## config.mk

```make
export PLATFORM = sky130hd
export DESIGN_NAME = ac_settings_encoder
export DESIGN_NICKNAME = d
export VERILOG_FILES = /design/src/rtl/ac_ir_pkg.sv /design/src/rtl/btn_debounce.sv /design/src/rtl/ac_settings_encoder.sv
export SDC_FILE = /design/constraint.sdc
export NUM_CORES = 1
export LEC_CHECK = 0
export ABC_AREA = 1
export BUFFER_PORTS_ARGS = -buffer_cell sky130_fd_sc_hd__clkbuf_2
export CAP_MARGIN = 30
export CORE_ASPECT_RATIO = 1.5
export CORE_MARGIN = 1.5
export CORE_UTILIZATION = 40
export DETAILED_ROUTE_END_ITERATION = 8
export PLACE_DENSITY = 0.55
export SKIP_CTS_REPAIR_TIMING = 1
export SLEW_MARGIN = 20
export SYNTH_ARGS = -nofsm -noshare
export SYNTH_HDL_FRONTEND = slang
export SYNTH_SLANG_ARGS = --single-unit
```

## constraint.sdc

```tcl
create_clock -name clk -period 3.1 [get_ports clk]
set_input_delay 0.62 -clock clk [delete_from_list [all_inputs] [get_ports clk]]
set_output_delay 0.62 -clock clk [all_outputs]
set_load 0.05 [all_outputs]
```

## src/rtl/ac_ir_pkg.sv

```systemverilog
// ---------------------------------------------------------------------------
// ac_ir_pkg
// Shared types and constants for the air-conditioner IR settings encoder:
// mode encodings, temperature limits, the fixed frame fields, the event and
// FSM enumerations, the settings record and the frame checksum.
// ---------------------------------------------------------------------------
package ac_ir_pkg;

  typedef enum logic [2:0] {
    MODE_AUTO = 3'd0,
    MODE_COOL = 3'd1,
    MODE_DRY  = 3'd2,
    MODE_FAN  = 3'd3,
    MODE_HEAT = 3'd4
  } mode_e;

  localparam logic [4:0]  TEMP_MIN   = 5'd16;
  localparam logic [4:0]  TEMP_MAX   = 5'd30;
  localparam logic [4:0]  TEMP_RESET = 5'd26;

  // Constant tails of the two frame words.
  localparam logic [24:0] FIXED35_LO = 25'h0080052;
  localparam logic [27:0] FIXED32_LO = 28'h8040006;

  // Button positions inside the press vector; lower index wins on a tie.
  localparam int unsigned BTN_POWER     = 0;
  localparam int unsigned BTN_MODE      = 1;
  localparam int unsigned BTN_TEMP_UP   = 2;
  localparam int unsigned BTN_TEMP_DOWN = 3;
  localparam int unsigned BTN_FAN       = 4;
  localparam int unsigned NUM_BTNS      = 5;

  typedef enum logic [2:0] {
    EV_NONE,
    EV_POWER,
    EV_MODE,
    EV_TEMP_UP,
    EV_TEMP_DOWN,
    EV_FAN
  } event_e;

  typedef enum logic [1:0] {
    ST_IDLE,
    ST_HOLDOFF,
    ST_PUBLISH
  } state_e;

  typedef struct packed {
    logic       power_on;
    mode_e      mode;
    logic [4:0] temp_c;
    logic [1:0] fan;
  } settings_t;

  localparam settings_t SETTINGS_RESET = '{
    power_on: 1'b0,
    mode:     MODE_COOL,
    temp_c:   TEMP_RESET,
    fan:      2'd0
  };

  function automatic mode_e next_mode(input mode_e m);
    return (m == MODE_HEAT) ? MODE_AUTO : mode_e'(m + 3'd1);
  endfunction

  // 4-bit wrapping sum over the variable fields plus a constant 0xA.
  function automatic logic [3:0] checksum(input settings_t s);
    logic [3:0] sum;
    sum = 4'(s.mode) + 4'(s.temp_c - TEMP_MIN) + {3'b000, s.power_on}
        + {2'b00, s.fan} + 4'hA;
    return sum;
  endfunction

endpackage

```

## src/rtl/btn_debounce.sv

```systemverilog
// ---------------------------------------------------------------------------
// btn_debounce
// One pushbutton: 2-FF synchronizer, stability counter and a single-cycle
// press pulse on each accepted 0->1 transition. A button already held when
// reset is released is ignored until it has been seen released.
//
// Ports
//   clk      system clock
//   rst      synchronous, active-low reset
//   btn_i    raw asynchronous active-high button
//   press_o  one-cycle pulse on an accepted press
// ---------------------------------------------------------------------------
module btn_debounce #(
  parameter int unsigned DEBOUNCE_CYCLES = 2_000_000
) (
  input  logic clk,
  input  logic rst,
  input  logic btn_i,
  output logic press_o
);

  localparam int unsigned CNT_W = (DEBOUNCE_CYCLES > 1) ? $clog2(DEBOUNCE_CYCLES) : 1;
  localparam logic [CNT_W-1:0] CNT_LAST = CNT_W'(DEBOUNCE_CYCLES - 1);

  logic             sync1_q, sync2_q;
  logic             level_q, level_d;
  logic [CNT_W-1:0] cnt_q, cnt_d;
  logic             block_q, block_d;
  logic             press_q, press_d;
  logic             differs;
  logic             accept;

  // NOTE: the synchronizer flops deliberately have no reset: they keep
  // sampling the pin while rst is low, so a button held across reset is
  // already visible when reset is released and can be blocked.
  always_ff @(posedge clk) begin
    sync1_q <= btn_i;
    sync2_q <= sync1_q;
  end

  // NOTE: every signal driven here gets a default at the top of the block so
  // no path leaves it unassigned and no latch is inferred.
  always_comb begin
    differs = (sync2_q != level_q);
    accept  = differs && (cnt_q == CNT_LAST);
    level_d = level_q;
    cnt_d   = '0;                         // any sample equal to level restarts
    if (differs) begin
      if (accept) level_d = sync2_q;
      else        cnt_d   = cnt_q + 1'b1;
    end
    press_d = accept && sync2_q && !block_q;
    // The block clears once the button is released and the accepted level is low.
    block_d = block_q && !(!sync2_q && !level_q);
  end

  // NOTE: state registers use non-blocking assignments so every flop samples
  // the values from before the clock edge regardless of statement order.
  always_ff @(posedge clk) begin
    if (!rst) begin
      level_q <= 1'b0;
      cnt_q   <= '0;
      press_q <= 1'b0;
      block_q <= sync2_q;
    end else begin
      level_q <= level_d;
      cnt_q   <= cnt_d;
      press_q <= press_d;
      block_q <= block_d;
    end
  end

  assign press_o = press_q;

endmodule

```

## src/rtl/ac_settings_encoder.sv

```systemverilog
// ---------------------------------------------------------------------------
// ac_settings_encoder
// Debounces five AC remote buttons, maintains the current settings and, after
// a quiet hold-off following the last applied change, publishes a two-word IR
// frame (35-bit + 32-bit) with a one-cycle frame_valid pulse.
//
// Ports
//   clk, rst                         clock, synchronous active-low reset
//   btn_power .. btn_fan             raw active-high pushbuttons
//   ir_data35_1 / ir_data35_0        frame word35 bits 34..3 / 2..0
//   ir_data32                        frame word32
//   frame_valid                      pulse on the cycle the frame changes
//   power_on, mode, temp_c, fan      current settings for display
// ---------------------------------------------------------------------------
module ac_settings_encoder
  import ac_ir_pkg::*;
#(
  parameter int unsigned DEBOUNCE_CYCLES = 2_000_000,
  parameter int unsigned HOLDOFF_CYCLES  = 10_000_000
) (
  input  logic        clk,
  input  logic        rst,
  input  logic        btn_power,
  input  logic        btn_mode,
  input  logic        btn_temp_up,
  input  logic        btn_temp_down,
  input  logic        btn_fan,
  output logic [31:0] ir_data35_1,
  output logic [2:0]  ir_data35_0,
  output logic [31:0] ir_data32,
  output logic        frame_valid,
  output logic        power_on,
  output logic [2:0]  mode,
  output logic [4:0]  temp_c,
  output logic [1:0]  fan
);

  localparam int unsigned HOLD_W = (HOLDOFF_CYCLES > 1) ? $clog2(HOLDOFF_CYCLES) : 1;
  localparam logic [HOLD_W-1:0] HOLD_LAST = HOLD_W'(HOLDOFF_CYCLES - 1);

  logic [NUM_BTNS-1:0] btn_raw;
  logic [NUM_BTNS-1:0] press;
  event_e              ev;
  settings_t           settings_q, settings_d;
  logic                change;
  state_e              state_q, state_d;
  logic [HOLD_W-1:0]   hold_cnt_q, hold_cnt_d;
  logic                publish;
  logic [34:0]         word35;
  logic [31:0]         word32;
  logic [34:0]         frame35_q;
  logic [31:0]         frame32_q;
  logic                frame_valid_q;

  assign btn_raw[BTN_POWER]     = btn_power;
  assign btn_raw[BTN_MODE]      = btn_mode;
  assign btn_raw[BTN_TEMP_UP]   = btn_temp_up;
  assign btn_raw[BTN_TEMP_DOWN] = btn_temp_down;
  assign btn_raw[BTN_FAN]       = btn_fan;

  for (genvar i = 0; i < NUM_BTNS; i++) begin : g_btn
    btn_debounce #(
      .DEBOUNCE_CYCLES(DEBOUNCE_CYCLES)
    ) u_debounce (
      .clk    (clk),
      .rst    (rst),
      .btn_i  (btn_raw[i]),
      .press_o(press[i])
    );
  end

  // Only the highest-priority press of a cycle is applied.
  always_comb begin
    ev = EV_NONE;
    if      (press[BTN_POWER])     ev = EV_POWER;
    else if (press[BTN_MODE])      ev = EV_MODE;
    else if (press[BTN_TEMP_UP])   ev = EV_TEMP_UP;
    else if (press[BTN_TEMP_DOWN]) ev = EV_TEMP_DOWN;
    else if (press[BTN_FAN])       ev = EV_FAN;
  end

  // change is raised only when the event actually alters a setting.
  always_comb begin
    settings_d = settings_q;
    change     = 1'b0;
    case (ev)
      EV_POWER: begin
        settings_d.power_on = !settings_q.power_on;
        change              = 1'b1;
      end
      EV_MODE: if (settings_q.power_on) begin
        settings_d.mode = next_mode(settings_q.mode);
        change          = 1'b1;
      end
      EV_TEMP_UP: if (settings_q.power_on && settings_q.temp_c != TEMP_MAX) begin
        settings_d.temp_c = settings_q.temp_c + 5'd1;
        change            = 1'b1;
      end
      EV_TEMP_DOWN: if (settings_q.power_on && settings_q.temp_c != TEMP_MIN) begin
        settings_d.temp_c = settings_q.temp_c - 5'd1;
        change            = 1'b1;
      end
      EV_FAN: if (settings_q.power_on) begin
        settings_d.fan = settings_q.fan + 2'd1;   // 3 wraps to 0
        change         = 1'b1;
      end
      default: ;
    endcase
  end

  always_ff @(posedge clk) begin
    if (!rst) settings_q <= SETTINGS_RESET;
    else      settings_q <= settings_d;
  end

  // FSM: state register
  always_ff @(posedge clk) begin
    if (!rst) begin
      state_q    <= ST_IDLE;
      hold_cnt_q <= '0;
    end else begin
      state_q    <= state_d;
      hold_cnt_q <= hold_cnt_d;
    end
  end

  // FSM: next state
  always_comb begin
    state_d = state_q;
    case (state_q)
      ST_IDLE:    if (change) state_d = ST_HOLDOFF;
      ST_HOLDOFF: if (!change && hold_cnt_q == '0) state_d = ST_PUBLISH;
      ST_PUBLISH: state_d = change ? ST_HOLDOFF : ST_IDLE;
      default:    state_d = ST_IDLE;
    endcase
  end

  // FSM: outputs. Any applied change restarts the hold-off, whatever the state.
  always_comb begin
    hold_cnt_d = hold_cnt_q;
    publish    = (state_q == ST_PUBLISH);
    if (change)
      hold_cnt_d = HOLD_LAST;
    else if (state_q == ST_HOLDOFF && hold_cnt_q != '0)
      hold_cnt_d = hold_cnt_q - 1'b1;
  end

  assign word35 = {settings_q.mode, settings_q.power_on, settings_q.fan,
                   4'(settings_q.temp_c - TEMP_MIN), FIXED35_LO};
  assign word32 = {checksum(settings_q), FIXED32_LO};

  // Frame registers capture at the end of PUBLISH, so frame_valid and the
  // new words appear together on the following cycle.
  always_ff @(posedge clk) begin
    if (!rst) begin
      frame35_q     <= '0;
      frame32_q     <= '0;
      frame_valid_q <= 1'b0;
    end else begin
      frame_valid_q <= publish;
      if (publish) begin
        frame35_q <= word35;
        frame32_q <= word32;
      end
    end
  end

  assign ir_data35_1 = frame35_q[34:3];
  assign ir_data35_0 = frame35_q[2:0];
  assign ir_data32   = frame32_q;
  assign frame_valid = frame_valid_q;
  assign power_on    = settings_q.power_on;
  assign mode        = settings_q.mode;
  assign temp_c      = settings_q.temp_c;
  assign fan         = settings_q.fan;

endmodule

```

# Word-level counts from Yosys, hierarchy flattened
# Cells that the tools add are included.
[word_totals]
ff_bits = 190
output_inout_bits = 79
[op_classes]
addsub = 15
eq_ne = 24
mux = 24
n_bitwise = 6
n_reduce_logical = 72
[ops]
columns = ["operator", "n"]
rows = [
  ["21-bit by 1-bit adder with 21-bit output, second input constant", 5],
  ["21-bit == test, second input constant", 5],
  ["24-bit 2-to-1 mux", 2],
  ["1-bit logical AND", 29],
  ["24-bit zero test", 1],
  ["24-bit nonzero test", 1],
  ["24-bit by 1-bit subtractor with 24-bit output, second input constant", 1],
  ["1-bit zero test", 22],
  ["3-bit 2-to-1 mux", 6],
  ["2-bit AND reduction", 8],
  ["3-bit OR reduction", 5],
  ["5-bit 2-to-1 mux", 2],
  ["5-bit != test, second input constant", 2],
  ["5-bit case mux with 2 select lines", 1],
  ["3-bit == test, second input constant", 3],
  ["1-bit 2-to-1 mux", 9],
  ["2-bit != test, second input constant", 4],
  ["3-bit by 2-bit == test with 1-bit output, second input constant", 2],
  ["1-bit NOT", 6],
  ["2-bit case mux with 3 select lines", 1],
  ["5-bit by 1-bit adder with 5-bit output, second input constant", 1],
  ["1-bit != test", 5],
  ["5-bit by 1-bit subtractor with 5-bit output, second input constant", 1],
  ["3-bit by 4-bit adder with 4-bit output", 1],
  ["15 further kinds", 18],
]

# Depth between registers and ports, before layout
# Gate-level depths: netlist of run 1.
[logic_depth]
word_depth = 12
mapped_depth = 13

# Cells and area by module
# From an unflattened synthesis of run 1, not the netlist that was laid out.
[unflattened]
hier_cells = 1492
hier_area_um2 = 10045.9
[by_module_without_submodules]
columns = ["mod", "instances", "cells_per_inst", "area_each_um2", "seq_area_each_um2"]
rows = [
  ["btn_debounce", 5, 199, 1313.8, 520.5],
  ["ac_settings_encoder", 1, 497, 3477.1, 1061.0],
]

# Worst setup path after synthesis of run 1
# OpenSTA, ideal clock, no wires.
[synth_path]
kind = "flip-flop to flip-flop"
from = "register settings_q, in the netlist temp_c[1]"
to = "register frame32_q[31], in the netlist ir_data32[31]"
t_arrival_ps = 2709
t_required_ps = 2983
slack_ps = 275
path_stages_with_launch = 12
synth_period_minus_slack_ps = 2825
path_cell_list = "dfxtp_1 -> inv_1 -> ha_1 -> inv_1 -> fa_1 -> ha_1 -> fa_1 -> xor2_1 -> xnor2_1 -> nand2_1 -> o211ai_1 -> inv_1"
[synth_between]
elab_chain_cells = 5
[synth_rtl]
columns = ["item", "line", "rtl"]
rows = [
  ["start: declaration", "ac_settings_encoder.sv:44", "settings_t settings_q, settings_d;"],
  ["start signal: assignment", "ac_settings_encoder.sv:113", "else settings_q <= settings_d;"],
  ["4-bit by 1-bit subtractor with 4-bit output", "ac_ir_pkg.sv:69", "sum = 4'(s.mode) + 4'(s.temp_c - TEMP_MIN) + {3'b000, s.power_on}"],
  ["3-bit by 4-bit adder with 4-bit output", "ac_ir_pkg.sv:69", ""],
  ["4-bit by 1-bit adder with 4-bit output", "ac_ir_pkg.sv:69", ""],
  ["4-bit by 2-bit adder with 4-bit output", "ac_ir_pkg.sv:70", "+ {2'b00, s.fan} + 4'hA;"],
  ["4-bit adder", "ac_ir_pkg.sv:70", ""],
  ["end signal: assignment", "ac_settings_encoder.sv:163", "frame32_q <= word32;"],
  ["end: declaration", "ac_settings_encoder.sv:52", "logic [31:0] frame32_q;"],
]
# Every way passes these cells.
# A chain may end at the register's enable or synchronous reset.

# Worst setup path after layout of run 1
# Same ends and word-level chain as after synthesis.

==> impl_metrics.prom, run 1 <==
# TYPE chip_impl_metric gauge
chip_impl_info{name="result_of_the_run",value="completed"} 1
chip_impl_metric{name="share_of_the_cycle_needed_by_the_critical_path_after_routing",unit="%"} 83.5
chip_impl_metric{name="finish.cell_count_without_fillers",unit=""} 1603
chip_impl_metric{name="report.final.hold_viol_count",unit=""} 0
chip_impl_metric{name="placement_rows",unit=""} 68
chip_impl_metric{name="drc",unit=""} 0
chip_impl_metric{name="finish.net_count",unit=""} 1342
chip_impl_metric{name="vias_in_the_first_global_route",unit=""} 7398
chip_impl_metric{name="clockBufferDepth",unit=""} 2
chip_impl_metric{name="die_w",unit="um"} 128
chip_impl_info{name="routed.top_layer",value="met4"} 1
chip_impl_metric{name="power.leakage",unit="nW"} 4.11
chip_impl_metric{name="area_of_the_mapped_netlist",unit="sq um"} 9340
chip_impl_metric{name="final_period_minus_worst_setup_slack",unit="ps"} 2590
chip_impl_metric{name="cellPowerDensity",unit="nW/um^2"} 474
chip_impl_metric{name="routed-wl-met2",unit="um"} 9750
chip_impl_info{name="type_of_origin_of_the_critical_path",value="register"} 1
chip_impl_metric{name="core",unit="sq um"} 23000
chip_impl_metric{name="drv_cap",unit=""} 0
chip_impl_info{name="clock_tree_from_tritoncts",value="built"} 1
chip_impl_metric{name="max_slew_margin",unit="%"} 43.4
chip_impl_info{name="critPathCaptureType",value="register"} 1
chip_impl_metric{name="critical_path_fanouts_max",unit=""} 6
chip_impl_metric{name="placedCellCount",unit=""} 1571
chip_impl_metric{name="register_clock_pin_slew_on_the_reported_worst_setup_and_hold_paths",unit="ps"} 70
chip_impl_metric{name="r2r.worst_path.cells",unit=""} 11
chip_impl_metric{name="drtPass1Iterations",unit=""} 4
chip_impl_metric{name="numPortBuffers",unit=""} 40
chip_impl_info{name="min-delay-path-class",value="in -> reg"} 1
chip_impl_metric{name="final_max_slew_viol_count",unit=""} 0
chip_impl_metric{name="syn_avg_cell_area",unit="sq um"} 7.29
chip_impl_metric{name="yosys.cell_types.count",unit=""} 41
chip_impl_metric{name="detail_route.wl_per_cell",unit="um"} 11.6
chip_impl_metric{name="dpl-instance-area",unit="sq um"} 9530
chip_impl_info{name="clk_root_buffer_cell",value="sky130_fd_sc_hd__clkbuf_16"} 1
chip_impl_metric{name="floorplan.initialDensity",unit="%"} 40.7
chip_impl_metric{name="numCtsBuffers",unit=""} 17
chip_impl_metric{name="arrival",unit="ps"} 2910
chip_impl_metric{name="globalplace.congestion",unit=""} 0.850
chip_impl_metric{name="layout_cell_share_with_drive_strength_beyond_1",unit="%"} 10.7
chip_impl_metric{name="holdPathStages",unit=""} 1
chip_impl_metric{name="ant_diodes",unit=""} 0
chip_impl_metric{name="synth.yosys.seq_area_share",unit="%"} 39.2
chip_impl_metric{name="maxClockFrequency",unit="MHz"} 386
chip_impl_metric{name="postSynthCellCount",unit=""} 1282
chip_impl_metric{name="route.final.wire_length",unit="um"} 18600
chip_impl_metric{name="max_slew.worst_pin.slew",unit="ps"} 847
chip_impl_metric{name="num_io_pins",unit=""} 86
chip_impl_metric{name="htree_num_levels",unit=""} 4
chip_impl_metric{name="grt_max_degree",unit=""} 27
chip_impl_metric{name="number_of_antenna_violations_at_the_first_check_in_global_routing",unit=""} 0
chip_impl_metric{name="syn_warnings",unit=""} 0
chip_impl_metric{name="floorplan.die_area",unit="sq um"} 24300
chip_impl_metric{name="gr-usage-all-layers",unit="%"} 16.2
chip_impl_metric{name="final_design_area_no_fill",unit="sq um"} 10100
chip_impl_info{name="critPathKind",value="reg -> reg"} 1
chip_impl_metric{name="grt_pass1_wl",unit="um"} 32300
chip_impl_metric{name="area_growth",unit="%"} 8.56
chip_impl_metric{name="layout.filler_cells",unit=""} 2392
chip_impl_metric{name="totalNegativeSetupSlack",unit="ps"} 0
chip_impl_metric{name="routedLengthMet1",unit="um"} 8100
chip_impl_metric{name="synth-seq-cells",unit=""} 183
chip_impl_metric{name="final_worst_clock_skew",unit="ps"} 8.40
chip_impl_metric{name="place_hpwl",unit="um"} 13900
chip_impl_metric{name="detail_route.iter0.violations",unit=""} 254
chip_impl_metric{name="setup_viol",unit=""} 0
chip_impl_metric{name="via_count",unit=""} 7543
chip_impl_metric{name="timing.critical_path.required",unit="ps"} 3430
chip_impl_metric{name="ir_drop",unit="V"} 0.000397
chip_impl_metric{name="met3_wirelength",unit="um"} 361
chip_impl_info{name="rsz0062_at_grt",value="no"} 1
chip_impl_metric{name="routed_via_density",unit=""} 4.71
chip_impl_metric{name="numClockSinks",unit=""} 183
chip_impl_metric{name="overflow",unit=""} 0
chip_impl_metric{name="ant_nets",unit=""} 0
chip_impl_metric{name="worst_skew_pair.late_latency",unit="ps"} 430
chip_impl_metric{name="die_h",unit="um"} 190
cells in the mapped netlist:
master | number | share of area, %
sky130_fd_sc_hd__a21oi_1 | 71 | 3.8
sky130_fd_sc_hd__a21oi_2 | 1 | 0.094
sky130_fd_sc_hd__and2_1 | 2 | 0.13
sky130_fd_sc_hd__buf_1 | 1 | 0.040
sky130_fd_sc_hd__buf_2 | 7 | 0.37
sky130_fd_sc_hd__buf_4 | 57 | 4.6
sky130_fd_sc_hd__buf_6 | 4 | 0.48
sky130_fd_sc_hd__clkbuf_1 | 9 | 0.36
sky130_fd_sc_hd__clkinv_1 | 1 | 0.040
sky130_fd_sc_hd__conb_1 | 1 | 0.040
sky130_fd_sc_hd__dfxtp_1 | 183 | 39
sky130_fd_sc_hd__fa_1 | 4 | 0.86
sky130_fd_sc_hd__ha_1 | 21 | 2.8
sky130_fd_sc_hd__inv_1 | 138 | 5.5
sky130_fd_sc_hd__inv_2 | 7 | 0.28
sky130_fd_sc_hd__inv_4 | 1 | 0.067
sky130_fd_sc_hd__nand2_1 | 240 | 9.6
sky130_fd_sc_hd__nand2_2 | 13 | 0.87
sky130_fd_sc_hd__nand3_1 | 88 | 4.7
sky130_fd_sc_hd__nand3_2 | 4 | 0.43
sky130_fd_sc_hd__nand3b_1 | 7 | 0.56
sky130_fd_sc_hd__nand4_1 | 29 | 1.9
sky130_fd_sc_hd__nand4_2 | 2 | 0.27
sky130_fd_sc_hd__nor2_1 | 204 | 8.2
sky130_fd_sc_hd__nor2_2 | 8 | 0.54
sky130_fd_sc_hd__nor2_4 | 10 | 1.2
sky130_fd_sc_hd__nor3_1 | 35 | 1.9
sky130_fd_sc_hd__nor3_2 | 3 | 0.32
sky130_fd_sc_hd__nor3_4 | 3 | 0.52
sky130_fd_sc_hd__nor3b_1 | 6 | 0.48
sky130_fd_sc_hd__nor3b_2 | 3 | 0.40
sky130_fd_sc_hd__nor4_1 | 7 | 0.47
sky130_fd_sc_hd__o211ai_1 | 4 | 0.32
sky130_fd_sc_hd__o21ai_0 | 31 | 1.7
sky130_fd_sc_hd__o21ai_2 | 1 | 0.094
sky130_fd_sc_hd__o21ai_4 | 1 | 0.17
sky130_fd_sc_hd__o22ai_1 | 5 | 0.33
sky130_fd_sc_hd__or2_0 | 3 | 0.20
sky130_fd_sc_hd__or2_2 | 9 | 0.60
sky130_fd_sc_hd__xnor2_1 | 19 | 1.8
sky130_fd_sc_hd__xor2_1 | 39 | 3.7
power breakdown:
| group | internal (mW) | switching (mW) | total [mW] |
|---|---|---|---|
| sequential | 2.37 | 0.0112 | 2.38 |
| combinational | 0.0194 | 0.170 | 0.190 |
| clock | 1.27 | 0.968 | 2.23 |
| total | 3.65 | 1.15 | 4.80 |
critical path, stage by stage, from the launching register on:
cell and delay (ps):
sky130_fd_sc_hd__dfxtp_1 430, sky130_fd_sc_hd__inv_1 130, sky130_fd_sc_hd__ha_1 290, sky130_fd_sc_hd__inv_1 50, sky130_fd_sc_hd__fa_1 460, sky130_fd_sc_hd__ha_1 220, sky130_fd_sc_hd__fa_1 370, sky130_fd_sc_hd__xor2_1 160
sky130_fd_sc_hd__xnor2_1 160, sky130_fd_sc_hd__nand2_1 70, sky130_fd_sc_hd__o211ai_1 100, sky130_fd_sc_hd__inv_1 50
per-stage QoR:
| step | hold slack [ps] | util, % | total power, mW | setup WS (ps) |
|---|---|---|---|---|
| detailed placement | 314 | 41.5 | 2.62 | 517 |
| floorplan | 310 | - | 2.65 | 275 |
| global route | 265 | 44.1 | 4.97 | 326 |
| finish | 286 | 44.1 | 4.80 | 513 |
| CTS | 261 | 44.1 | 4.87 | 499 |
| global placement | 314 | 41.5 | 2.62 | 574 |
final timing paths:
check                              startpoint                          end  slack, ps
setup / recovery                    temp_c[1]                ir_data32[31]        510
hold / removal                    btn_temp_up  g_btn[2].u_debounce.sync1_q        290
setup reg to reg                    temp_c[1]                ir_data32[31]        510
hold reg to reg   g_btn[4].u_debounce.sync1_q  g_btn[4].u_debounce.sync2_q        330
cells in the final DEF (no fill, tap or decap), types with 29 or more instances in the layout:
cell type and n:
sky130_fd_sc_hd__a21oi_1 71, sky130_fd_sc_hd__clkbuf_2 40, sky130_fd_sc_hd__conb_1 45, sky130_fd_sc_hd__dfxtp_1 183
sky130_fd_sc_hd__inv_1 138, sky130_fd_sc_hd__nand2_1 240, sky130_fd_sc_hd__nand3_1 88, sky130_fd_sc_hd__nand4_1 29
sky130_fd_sc_hd__nor2_1 204, sky130_fd_sc_hd__nor3_1 35, sky130_fd_sc_hd__o21ai_0 31, sky130_fd_sc_hd__xor2_1 39
flip-flops by register name, indices dropped and copies added (netlist names), 2 cells and up:
| name | count |
|---|---|
| ir_data32 | 5 |
| mode | 3 |
| g_btn.u_debounce.cnt_q | 105 |
| g_btn.u_debounce.level_q | 5 |
| hold_cnt_q | 24 |
| state_q | 2 |
| fan | 2 |
| temp_c | 5 |
| g_btn.u_debounce.press_o | 5 |
| g_btn.u_debounce.sync1_q | 5 |
| g_btn.u_debounce.block_q | 5 |
| frame35_q | 10 |
| g_btn.u_debounce.sync2_q | 5 |
kinds of logic after synthesis:
family / Yosys count / share of synthesized area [%]
xor gates and xnor gates: 58 / 5.44
AOI/OAI and AO/OA: 114 / 6.48
DFF: 183 / 39.2
adders and majority gates: 25 / 3.67
other: 1 / 0.0401
and+or+nand+nor: 676 / 33.4
buffers and inverters: 225 / 11.8
area by class of cell:
cell class              count  area (sq um)  area share (%)
clock buffers              20           467            4.60
clock inverters            12           140            1.38
inverters                 147           554            5.47
multi-input cells         918          4740            46.8
flip-flops and latches    183          3660            36.1
well taps                 280           350            3.45
repair buffers             43           223            2.20
per-layer routing:
metal	GRT usage, %	vias up
li1	-	4045
met1	17.5	3396
met2	30.7	70
met3	3.01	32
met4	6.22	0
met5	0	-
(Power assumes the default switching activity.)
==> inputs of run 2 (changes only) <==
--- a/config.mk
+++ b/config.mk
@@ -5,14 +5,14 @@
 export SDC_FILE = /design/constraint.sdc
 export NUM_CORES = 1
 export LEC_CHECK = 0
-export ABC_AREA = 1
+export ABC_AREA = 0
 export BUFFER_PORTS_ARGS = -buffer_cell sky130_fd_sc_hd__clkbuf_2
 export CAP_MARGIN = 30
 export CORE_ASPECT_RATIO = 1.5
 export CORE_MARGIN = 1.5
 export CORE_UTILIZATION = 40
 export DETAILED_ROUTE_END_ITERATION = 8
-export PLACE_DENSITY = 0.55
+export PLACE_DENSITY = 0.56
 export SKIP_CTS_REPAIR_TIMING = 1
 export SLEW_MARGIN = 20
 export SYNTH_ARGS = -nofsm -noshare
==> constraint.sdc (replaced) <==
create_clock -name clk -period 2.57 [get_ports clk]
set_input_delay 0.514 -clock clk [delete_from_list [all_inputs] [get_ports clk]]
set_output_delay 0.514 -clock clk [all_outputs]
set_load 0.05 [all_outputs]
==> run 2 against run 1 <==
Effect of this change: total power is 18% higher; cell area shrank 7.7%; synthesized cell count is 26% lower; sequential share of layout area increased by 3.1 points; core utilization grew 1.5 points; highest routed layer unchanged; wire length is 14% lower; largest cell class unchanged; flip-flop and latch count unchanged; clock skew is 2.7 ps higher.
==> impl_metrics.prom, run 2 <==
# TYPE chip_impl_metric gauge
chip_impl_info{name="result_of_the_run",value="completed"} 1
chip_impl_metric{name="r2r.worst_path.cells",unit=""} 8
chip_impl_metric{name="gr-usage-all-layers",unit="%"} 14.8
chip_impl_metric{name="max_slew_margin",unit="%"} 53.4
chip_impl_metric{name="number_of_flip_flops_under_the_largest_register_name",unit=""} 105
chip_impl_metric{name="number_of_antenna_violations_at_the_first_check_in_global_routing",unit=""} 0
chip_impl_metric{name="final_period_minus_worst_setup_slack",unit="ps"} 2360
chip_impl_metric{name="drtPass1Iterations",unit=""} 5
chip_impl_info{name="registers.top_by_ff_count",value="g_btn.u_debounce.cnt_q"} 1
chip_impl_metric{name="numCtsBuffers",unit=""} 17
chip_impl_metric{name="route.final.wire_length",unit="um"} 15900
chip_impl_metric{name="syn_warnings",unit=""} 0
chip_impl_metric{name="grt_max_degree",unit=""} 38
chip_impl_metric{name="critical_path_fanouts_max",unit=""} 7
chip_impl_info{name="cpLargestDelayFamily",value="adder cells"} 1
chip_impl_metric{name="holdPathStages",unit=""} 1
chip_impl_info{name="clock_tree_from_tritoncts",value="built"} 1
chip_impl_metric{name="die_w",unit="um"} 121
chip_impl_metric{name="globalplace.congestion",unit=""} 0.781
chip_impl_metric{name="ir_drop",unit="V"} 0.000433
chip_impl_info{name="min-delay-path-class",value="in -> reg"} 1
chip_impl_metric{name="groute.layer.met1.usage",unit="%"} 17.0
chip_impl_info{name="critical_path.reg2reg.endpoint",value="ir_data32[31]"} 1
chip_impl_info{name="crit_path_cell_trace",value="fa_1 > fa_1 > ha_1 > fa_2 > xnor2_2 > xnor2_1 > nand2_1 > a21oi_1"} 1
chip_impl_metric{name="arrival",unit="ps"} 2730
chip_impl_metric{name="drc",unit=""} 0
chip_impl_metric{name="share_of_the_cycle_needed_by_the_critical_path_after_routing",unit="%"} 92.0
chip_impl_metric{name="worstPathBufferInverterCount",unit=""} 0
chip_impl_metric{name="critical-path-max-stage-delay",unit="ps"} 440
chip_impl_metric{name="ant_diodes",unit=""} 0
chip_impl_metric{name="async_flop_share",unit="%"} 0
chip_impl_info{name="layout_common_cells",value="sky130_fd_sc_hd__dfxtp_1, sky130_fd_sc_hd__nor2_1, sky130_fd_sc_hd__nand2_1"} 1
chip_impl_metric{name="placedCellCount",unit=""} 1244
chip_impl_metric{name="cellPowerDensity",unit="nW/um^2"} 603
chip_impl_metric{name="via_count",unit=""} 6258
chip_impl_info{name="critPathMostFrequentCell",value="sky130_fd_sc_hd__fa_1"} 1
chip_impl_metric{name="ant_nets",unit=""} 0
chip_impl_metric{name="finish.cell_count_without_fillers",unit=""} 1276
chip_impl_metric{name="area_of_the_mapped_netlist",unit="sq um"} 8400
chip_impl_info{name="synth_top_cells_by_area",value="sky130_fd_sc_hd__dfxtp_1, sky130_fd_sc_hd__xor2_1, sky130_fd_sc_hd__nor2_1"} 1
chip_impl_metric{name="htree_num_levels",unit=""} 4
chip_impl_metric{name="floorplan.initialDensity",unit="%"} 41.0
chip_impl_metric{name="register_clock_pin_slew_on_the_reported_worst_setup_and_hold_paths",unit="ps"} 70
chip_impl_metric{name="vias_in_the_first_global_route",unit=""} 5831
chip_impl_metric{name="timing.critical_path.required",unit="ps"} 2940
chip_impl_metric{name="detail_route.iter0.violations",unit=""} 255
chip_impl_metric{name="yosys.cell_types.count",unit=""} 57
chip_impl_metric{name="maxClockFrequency",unit="MHz"} 423
chip_impl_metric{name="final_util",unit="%"} 45.7
chip_impl_metric{name="drv_cap",unit=""} 0
chip_impl_metric{name="die_h",unit="um"} 181
chip_impl_info{name="grt-busiest-layer",value="met2"} 1
chip_impl_info{name="critPathKind",value="reg -> reg"} 1
chip_impl_metric{name="core",unit="sq um"} 20500
chip_impl_metric{name="grt.met2_usage",unit="%"} 26.3
chip_impl_metric{name="numPortBuffers",unit=""} 40
chip_impl_metric{name="overflow",unit=""} 0
chip_impl_metric{name="post-layout-total-power",unit="mW"} 5.65
chip_impl_metric{name="place_hpwl",unit="um"} 11100
chip_impl_metric{name="final_max_slew_viol_count",unit=""} 0
chip_impl_info{name="ys_dominant_reg_cell",value="sky130_fd_sc_hd__dfxtp_1"} 1
chip_impl_info{name="critPathCapture",value="ir_data32[31]"} 1
chip_impl_metric{name="max_slew.worst_pin.slew",unit="ps"} 693
chip_impl_info{name="rsz0062_at_grt",value="no"} 1
chip_impl_info{name="post-synth-top-area-cell",value="sky130_fd_sc_hd__dfxtp_1"} 1
chip_impl_metric{name="layout_cell_share_with_drive_strength_beyond_1",unit="%"} 11.2
chip_impl_info{name="top_regs",value="g_btn.u_debounce.cnt_q (105), hold_cnt_q (24), frame35_q (10)"} 1
chip_impl_metric{name="placement_rows",unit=""} 64
chip_impl_info{name="type_of_origin_of_the_critical_path",value="register"} 1
chip_impl_metric{name="totalNegativeSetupSlack",unit="ps"} 0
chip_impl_metric{name="synth_enable_flop_cells",unit=""} 0
chip_impl_metric{name="layout.filler_cells",unit=""} 2102
chip_impl_metric{name="routed_via_density",unit=""} 4.90
chip_impl_metric{name="finish.net_count",unit=""} 1031
chip_impl_metric{name="use_met3",unit="%"} 3.45
chip_impl_info{name="synth.top_cells.by_count",value="sky130_fd_sc_hd__dfxtp_1, sky130_fd_sc_hd__nor2_1, sky130_fd_sc_hd__nand2_1, sky130_fd_sc_hd__xor2_1"} 1
chip_impl_info{name="layout_commonest_cell",value="sky130_fd_sc_hd__dfxtp_1"} 1
chip_impl_info{name="critical_path.reg2reg.startpoint",value="mode[0]"} 1
chip_impl_metric{name="grt_pass1_wl",unit="um"} 26500
chip_impl_metric{name="detail_route.wl_per_cell",unit="um"} 12.5
chip_impl_info{name="highest_delay_cell_along_the_critical_path",value="sky130_fd_sc_hd__fa_1"} 1
chip_impl_metric{name="worst_skew_pair.late_latency",unit="ps"} 440
chip_impl_metric{name="synth.yosys.seq_area_share",unit="%"} 43.6
chip_impl_metric{name="report.final.hold_viol_count",unit=""} 0
chip_impl_metric{name="floorplan.die_area",unit="sq um"} 21900
chip_impl_info{name="synthMostInstantiatedCell",value="sky130_fd_sc_hd__dfxtp_1"} 1
chip_impl_metric{name="dpl-instance-area",unit="sq um"} 8770
chip_impl_metric{name="multiInputGateArea",unit="sq um"} 4310
chip_impl_metric{name="final_worst_clock_skew",unit="ps"} 11.1
chip_impl_metric{name="numClockSinks",unit=""} 183
chip_impl_metric{name="setup_viol",unit=""} 0
chip_impl_info{name="clk_root_buffer_cell",value="sky130_fd_sc_hd__clkbuf_16"} 1
chip_impl_metric{name="power.leakage",unit="nW"} 3.54
chip_impl_metric{name="num_io_pins",unit=""} 86
chip_impl_metric{name="r2r_setup_slack",unit="ps"} 210
chip_impl_metric{name="synth_top_area_share",unit="%"} 43.6
chip_impl_info{name="setup.worst_path.start",value="mode[0]"} 1
chip_impl_metric{name="syn_avg_cell_area",unit="sq um"} 8.82
chip_impl_metric{name="area_growth",unit="%"} 11.4
chip_impl_info{name="critPathCaptureType",value="register"} 1
chip_impl_metric{name="clockBufferDepth",unit=""} 2
chip_impl_metric{name="final_design_area_no_fill",unit="sq um"} 9360
chip_impl_metric{name="seqCellArea",unit="sq um"} 3670
chip_impl_metric{name="cp_num_cells",unit=""} 8
chip_impl_metric{name="synth-seq-cells",unit=""} 183
chip_impl_metric{name="postSynthCellCount",unit=""} 953
## run 2: changes by cell type after synthesis, sizes merged, moves of 13 or more
cell and delta:
nor4 +20, a21oi -48, inv -118, nor3 -16, nand3 -39, nor2 -84, nand2 -173, xnor2 +29
xor2 +26, o21ai -15, clkbuf +13, and3 +19
## run 2: logic make-up (layout without fill, tap and decap cells)
| group | count (synthesis) | in the layout | share of synthesized area (%) |
|---|---|---|---|
| and+or+nand+nor | 431 | 431 | 25.7 |
| DFF | 183 | 183 | 43.6 |
| xor gates and xnor gates | 113 | 113 | 11.8 |
| buffers and inverters | 108 | 123 | 7.30 |
| AOI/OAI and AO/OA | 85 | 85 | 6.67 |
| adders and majority gates | 25 | 25 | 4.08 |
| muxes | 7 | 7 | 0.849 |
| other | 1 | 45 | 0.0446 |
## run 2: worst reg2reg max path: stages (launching register included)
cell	delay, ps
sky130_fd_sc_hd__dfxtp_2	360
sky130_fd_sc_hd__fa_1	420
sky130_fd_sc_hd__fa_1	440
sky130_fd_sc_hd__ha_1	220
sky130_fd_sc_hd__fa_2	350
sky130_fd_sc_hd__xnor2_2	140
sky130_fd_sc_hd__xnor2_1	150
sky130_fd_sc_hd__nand2_1	70
sky130_fd_sc_hd__a21oi_1	130
## run 2: routing by layer
metal,share of wire [%],routed length (um),vias up
met4,1.6,247,0
met3,2.2,355,16
met1,45,7090,2916
met2,52,8230,65
li1,-,-,3261
met5,0,0,-
## run 2: worst min path at each step
stage                                startpoint                     endpoint  slack [ps]
floorplan           g_btn[0].u_debounce.sync1_q  g_btn[0].u_debounce.sync2_q         310
global route                           btn_mode  g_btn[1].u_debounce.sync1_q         150
finish                                btn_power  g_btn[0].u_debounce.sync1_q         170
detailed placement  g_btn[2].u_debounce.sync1_q  g_btn[2].u_debounce.sync2_q         320
global placement    g_btn[2].u_debounce.sync1_q  g_btn[2].u_debounce.sync2_q         310
CTS                                   btn_power  g_btn[0].u_debounce.sync1_q         150
## run 2: power by group
part           switching, mW  internal, mW  total [mW]
sequential            0.0135          2.86        2.87
clock                   1.24          1.30        2.54
combinational          0.208        0.0279       0.235
total                   1.46          4.18        5.65
## run 2: stage by stage
stage | hold WS [ps] | worst slack (ps)
floorplan | 310 | 14.3
global placement | 312 | 217
detailed placement | 316 | 169
CTS | 150 | 162
global route | 150 | 36.2
finish | 173 | 207
## run 2: area by class of cell
type,count,area share (%)
inverters,29,1.16
clock buffers,17,4.54
well taps,264,3.53
multi-input cells,706,46.0
flip-flops and latches,183,39.2
clock inverters,15,1.67
repair buffers,62,3.90
==> inputs of run 3 (changes only) <==
--- a/config.mk
+++ b/config.mk
@@ -11,10 +11,12 @@
 export CORE_ASPECT_RATIO = 1.5
 export CORE_MARGIN = 1.5
 export CORE_UTILIZATION = 40
+export CTS_CLUSTER_DIAMETER = 120
 export DETAILED_ROUTE_END_ITERATION = 8
 export PLACE_DENSITY = 0.56
 export SKIP_CTS_REPAIR_TIMING = 1
 export SLEW_MARGIN = 20
 export SYNTH_ARGS = -nofsm -noshare
 export SYNTH_HDL_FRONTEND = slang
+export SYNTH_HIERARCHICAL = 1
 export SYNTH_SLANG_ARGS = --single-unit
==> run 3 against run 2 <==
Effect of this change: clock power up 5%; sequential power about the same; die area up 3.2%; synthesized area up 3.3%; cell count up 2.6%; first-iteration DRC count up 7.8%; sequential share of layout area down 1.1 points; worst hold slack worse by 0.55 ps; total power up 2.3%.
==> impl_metrics.prom, run 3 <==
# TYPE chip_impl_metric gauge
chip_impl_metric{name="routed_via_density",unit=""} 5.11
chip_impl_info{name="post-synth-top-area-cell",value="sky130_fd_sc_hd__dfxtp_1"} 1
chip_impl_metric{name="share_of_the_cycle_needed_by_the_critical_path_after_routing",unit="%"} 93.5
chip_impl_metric{name="layout_cell_share_with_drive_strength_beyond_1",unit="%"} 14.6
chip_impl_metric{name="floorplan.initialDensity",unit="%"} 41.0
chip_impl_metric{name="area_of_the_mapped_netlist",unit="sq um"} 8680
chip_impl_metric{name="grt_max_degree",unit=""} 36
chip_impl_info{name="synth.top_cells.by_count",value="sky130_fd_sc_hd__dfxtp_1, sky130_fd_sc_hd__nor2_1, sky130_fd_sc_hd__nand2_1, sky130_fd_sc_hd__a21oi_1, sky130_fd_sc_hd__xnor2_1"} 1
chip_impl_metric{name="p_int",unit="mW"} 4.33
chip_impl_info{name="crit_path_cell_trace",value="fa_1 > fa_1 > ha_1 > fa_1 > xnor2_1 > xnor2_1 > nand2_1 > a21oi_1"} 1
chip_impl_metric{name="yosys.cell_types.count",unit=""} 60
chip_impl_metric{name="finish.net_count",unit=""} 1060
chip_impl_metric{name="power.clock.fraction",unit="%"} 46.1
chip_impl_info{name="critPathCaptureType",value="register"} 1
chip_impl_metric{name="gr-usage-all-layers",unit="%"} 15.7
chip_impl_metric{name="synth-seq-cells",unit=""} 183
chip_impl_metric{name="core",unit="sq um"} 21100
chip_impl_metric{name="clockBufferDepth",unit=""} 2
chip_impl_metric{name="numPortBuffers",unit=""} 40
chip_impl_metric{name="max_slew.worst_pin.slew",unit="ps"} 607
chip_impl_metric{name="detail_route.wl_per_cell",unit="um"} 12.8
chip_impl_metric{name="num_io_pins",unit=""} 86
chip_impl_metric{name="xor_xnor_share_of_the_synthesized_area",unit="%"} 7.27
chip_impl_info{name="type_of_origin_of_the_critical_path",value="register"} 1
chip_impl_metric{name="cp_num_cells",unit=""} 8
chip_impl_metric{name="via_count",unit=""} 6689
chip_impl_info{name="synth_top_family_by_area",value="simple AND/OR/NAND/NOR gates"} 1
chip_impl_info{name="clock_tree_from_tritoncts",value="built"} 1
chip_impl_metric{name="ant_diodes",unit=""} 0
chip_impl_info{name="cpLargestDelayFamily",value="adder cells"} 1
chip_impl_metric{name="drtPass1Iterations",unit=""} 4
chip_impl_metric{name="synthMuxAreaShare",unit="%"} 0.360
chip_impl_info{name="synthMostInstantiatedCell",value="sky130_fd_sc_hd__dfxtp_1"} 1
chip_impl_metric{name="worst_skew_pair.late_latency",unit="ps"} 430
chip_impl_metric{name="switching_share",unit="%"} 25.0
chip_impl_metric{name="numClockSinks",unit=""} 183
chip_impl_info{name="critPathKind",value="reg -> reg"} 1
chip_impl_info{name="min-delay-path-class",value="in -> reg"} 1
chip_impl_metric{name="syn_avg_cell_area",unit="sq um"} 8.85
chip_impl_metric{name="placement_rows",unit=""} 65
chip_impl_metric{name="die_w",unit="um"} 123
chip_impl_metric{name="sequentialPowerShare",unit="%"} 49.6
chip_impl_metric{name="numCtsBuffers",unit=""} 17
chip_impl_metric{name="vias_in_the_first_global_route",unit=""} 6344
chip_impl_metric{name="async_flop_share",unit="%"} 0
chip_impl_metric{name="power.share.combinational",unit="%"} 4.3
chip_impl_metric{name="maxClockFrequency",unit="MHz"} 416
chip_impl_metric{name="area_growth",unit="%"} 11.0
chip_impl_info{name="registers.top_by_ff_count",value="g_btn.u_debounce/cnt_q"} 1
chip_impl_metric{name="critical_path_fanouts_max",unit=""} 7
chip_impl_metric{name="synth_enable_flop_cells",unit=""} 0
chip_impl_metric{name="report.final.hold_viol_count",unit=""} 0
chip_impl_metric{name="drc",unit=""} 0
chip_impl_metric{name="synthAdderAreaFrac",unit="%"} 3.95
chip_impl_info{name="clk_root_buffer_cell",value="sky130_fd_sc_hd__clkbuf_16"} 1
chip_impl_metric{name="synth-compound-area-share",unit="%"} 12.3
chip_impl_metric{name="number_of_flip_flops_under_the_largest_register_name",unit=""} 105
chip_impl_metric{name="arrival",unit="ps"} 2770
chip_impl_metric{name="placedCellCount",unit=""} 1277
chip_impl_info{name="ys_dominant_reg_cell",value="sky130_fd_sc_hd__dfxtp_1"} 1
chip_impl_metric{name="critical-path-max-stage-delay",unit="ps"} 450
chip_impl_metric{name="synth_top_area_share",unit="%"} 42.2
chip_impl_metric{name="power.leakage",unit="nW"} 3.28
chip_impl_metric{name="route.final.wire_length",unit="um"} 16700
chip_impl_info{name="synth_top_cells_by_area",value="sky130_fd_sc_hd__dfxtp_1, sky130_fd_sc_hd__xnor2_1, sky130_fd_sc_hd__buf_4"} 1
chip_impl_metric{name="max_slew_margin",unit="%"} 59.5
chip_impl_metric{name="register_clock_pin_slew_on_the_reported_worst_setup_and_hold_paths",unit="ps"} 80
chip_impl_metric{name="detail_route.iter0.violations",unit=""} 275
chip_impl_metric{name="holdPathStages",unit=""} 1
chip_impl_info{name="result_of_the_run",value="completed"} 1
chip_impl_info{name="highest_delay_cell_along_the_critical_path",value="sky130_fd_sc_hd__fa_1"} 1
chip_impl_metric{name="layout.filler_cells",unit=""} 2123
chip_impl_metric{name="globalplace.congestion",unit=""} 0.752
chip_impl_metric{name="totalNegativeSetupSlack",unit="ps"} 0
chip_impl_info{name="layout_common_cells",value="sky130_fd_sc_hd__dfxtp_1, sky130_fd_sc_hd__nor2_1, sky130_fd_sc_hd__nand2_1"} 1
chip_impl_metric{name="drv_cap",unit=""} 0
chip_impl_metric{name="final_period_minus_worst_setup_slack",unit="ps"} 2400
chip_impl_metric{name="worstPathBufferInverterCount",unit=""} 0
chip_impl_metric{name="net_sw_power",unit="mW"} 1.45
chip_impl_info{name="rsz0062_at_grt",value="no"} 1
chip_impl_metric{name="timing.critical_path.required",unit="ps"} 2940
chip_impl_metric{name="setup_viol",unit=""} 0
chip_impl_metric{name="finish.cell_count_without_fillers",unit=""} 1309
chip_impl_metric{name="number_of_antenna_violations_at_the_first_check_in_global_routing",unit=""} 0
chip_impl_metric{name="synth_simple_gate_area_share",unit="%"} 25.5
chip_impl_metric{name="final_max_slew_viol_count",unit=""} 0
chip_impl_metric{name="die_h",unit="um"} 183
chip_impl_info{name="layout_commonest_cell",value="sky130_fd_sc_hd__dfxtp_1"} 1
chip_impl_metric{name="htree_num_levels",unit=""} 4
chip_impl_metric{name="postSynthCellCount",unit=""} 981
chip_impl_metric{name="r2r.worst_path.cells",unit=""} 8
chip_impl_info{name="top_regs",value="g_btn.u_debounce/cnt_q (105), hold_cnt_q (24), frame35_q (10)"} 1
chip_impl_info{name="critPathMostFrequentCell",value="sky130_fd_sc_hd__fa_1"} 1
chip_impl_metric{name="overflow",unit=""} 0
chip_impl_metric{name="ant_nets",unit=""} 0
chip_impl_metric{name="final_worst_clock_skew",unit="ps"} 15.8
chip_impl_metric{name="ir_drop",unit="V"} 0.000448
chip_impl_metric{name="syn_warnings",unit=""} 6
chip_impl_metric{name="floorplan.die_area",unit="sq um"} 22600
chip_impl_metric{name="synth.yosys.seq_area_share",unit="%"} 42.2
chip_impl_metric{name="place_hpwl",unit="um"} 11900
chip_impl_metric{name="grt_pass1_wl",unit="um"} 28800
chip_impl_metric{name="cellPowerDensity",unit="nW/um^2"} 600
==> run 3: changes by cell type in the layout (fill, tap and decap cells not counted), sizes merged, moves of 15 or more <==
| cell | delta |
|---|---|
| xor2 | -49 |
| a21oi | +44 |
| nor2 | -37 |
| or4 | +33 |
| or3 | +30 |
| inv | +23 |
| nand3 | -16 |
| o21ai | +15 |
==> run 3: metal layers <==
layer  track usage, %  share of wire [%]  vias to the layer above  wire length (um)
met5                0                  0                        -                 0
met4             5.24                1.5                        0               247
met3             3.82                2.6                       17               442
met2             27.9                 51                       81              8500
met1             18.2                 45                     3132              7510
li1                 -                  -                     3459                 -
==> run 3: power by group through the flow <==
stage	Sequential, mW	Clock, mW	Combinational (mW)
finish	2.87	2.66	0.246
global route	2.87	2.89	0.267
CTS	2.87	2.77	0.248
detailed placement	2.94	0	0.248
global placement	2.94	0	0.246
floorplan	2.93	0	0.259
==> run 3: through the flow <==
stage          utilization (%)  setup WS, ps  instance area (sq um)  hold WS (ps)  total power, mW
4_1_cts                   45.5           173                   9630           146             5.88
6_report                  45.5           166                   9630           172             5.78
3_3_place_gp              42.7           200                   9030           312             3.18
5_1_grt                   45.5          4.27                   9630           136             6.02
3_5_place_dp              42.7           183                   9030           314             3.18
2_1_floorplan                -          38.3                   8850           310             3.19
==> run 3: cell families (layout without fill, tap and decap cells) <==
group,count (synthesis),after routing
xor+xnor,72,72
fa+ha+maj,25,25
flops,183,183
compound gates,169,169
mux,3,3
simple gates,399,399
buf+inv,129,145
other cells,1,45
==> run 3: layout make-up <==
cell class | count | area [sq um] | share of cell area (%)
Sequential cell | 183 | 3670 | 38.1
Timing Repair Buffer | 65 | 388 | 4.03
Multi-Input combinational cell | 713 | 4460 | 46.3
Tap cell | 268 | 335 | 3.48
Clock buffer | 19 | 453 | 4.70
Inverter | 48 | 180 | 1.87
Clock inverter | 13 | 145 | 1.51
==> run 3: worst paths after layout <==
kind	to	slack, ps	start
max reg2reg	ir_data32[31]	170	mode[0]
min reg2reg	g_btn[4].u_debounce/sync2_q	330	g_btn[4].u_debounce/sync1_q
min	g_btn[2].u_debounce/sync1_q	170	btn_temp_up
max	ir_data32[31]	170	mode[0]
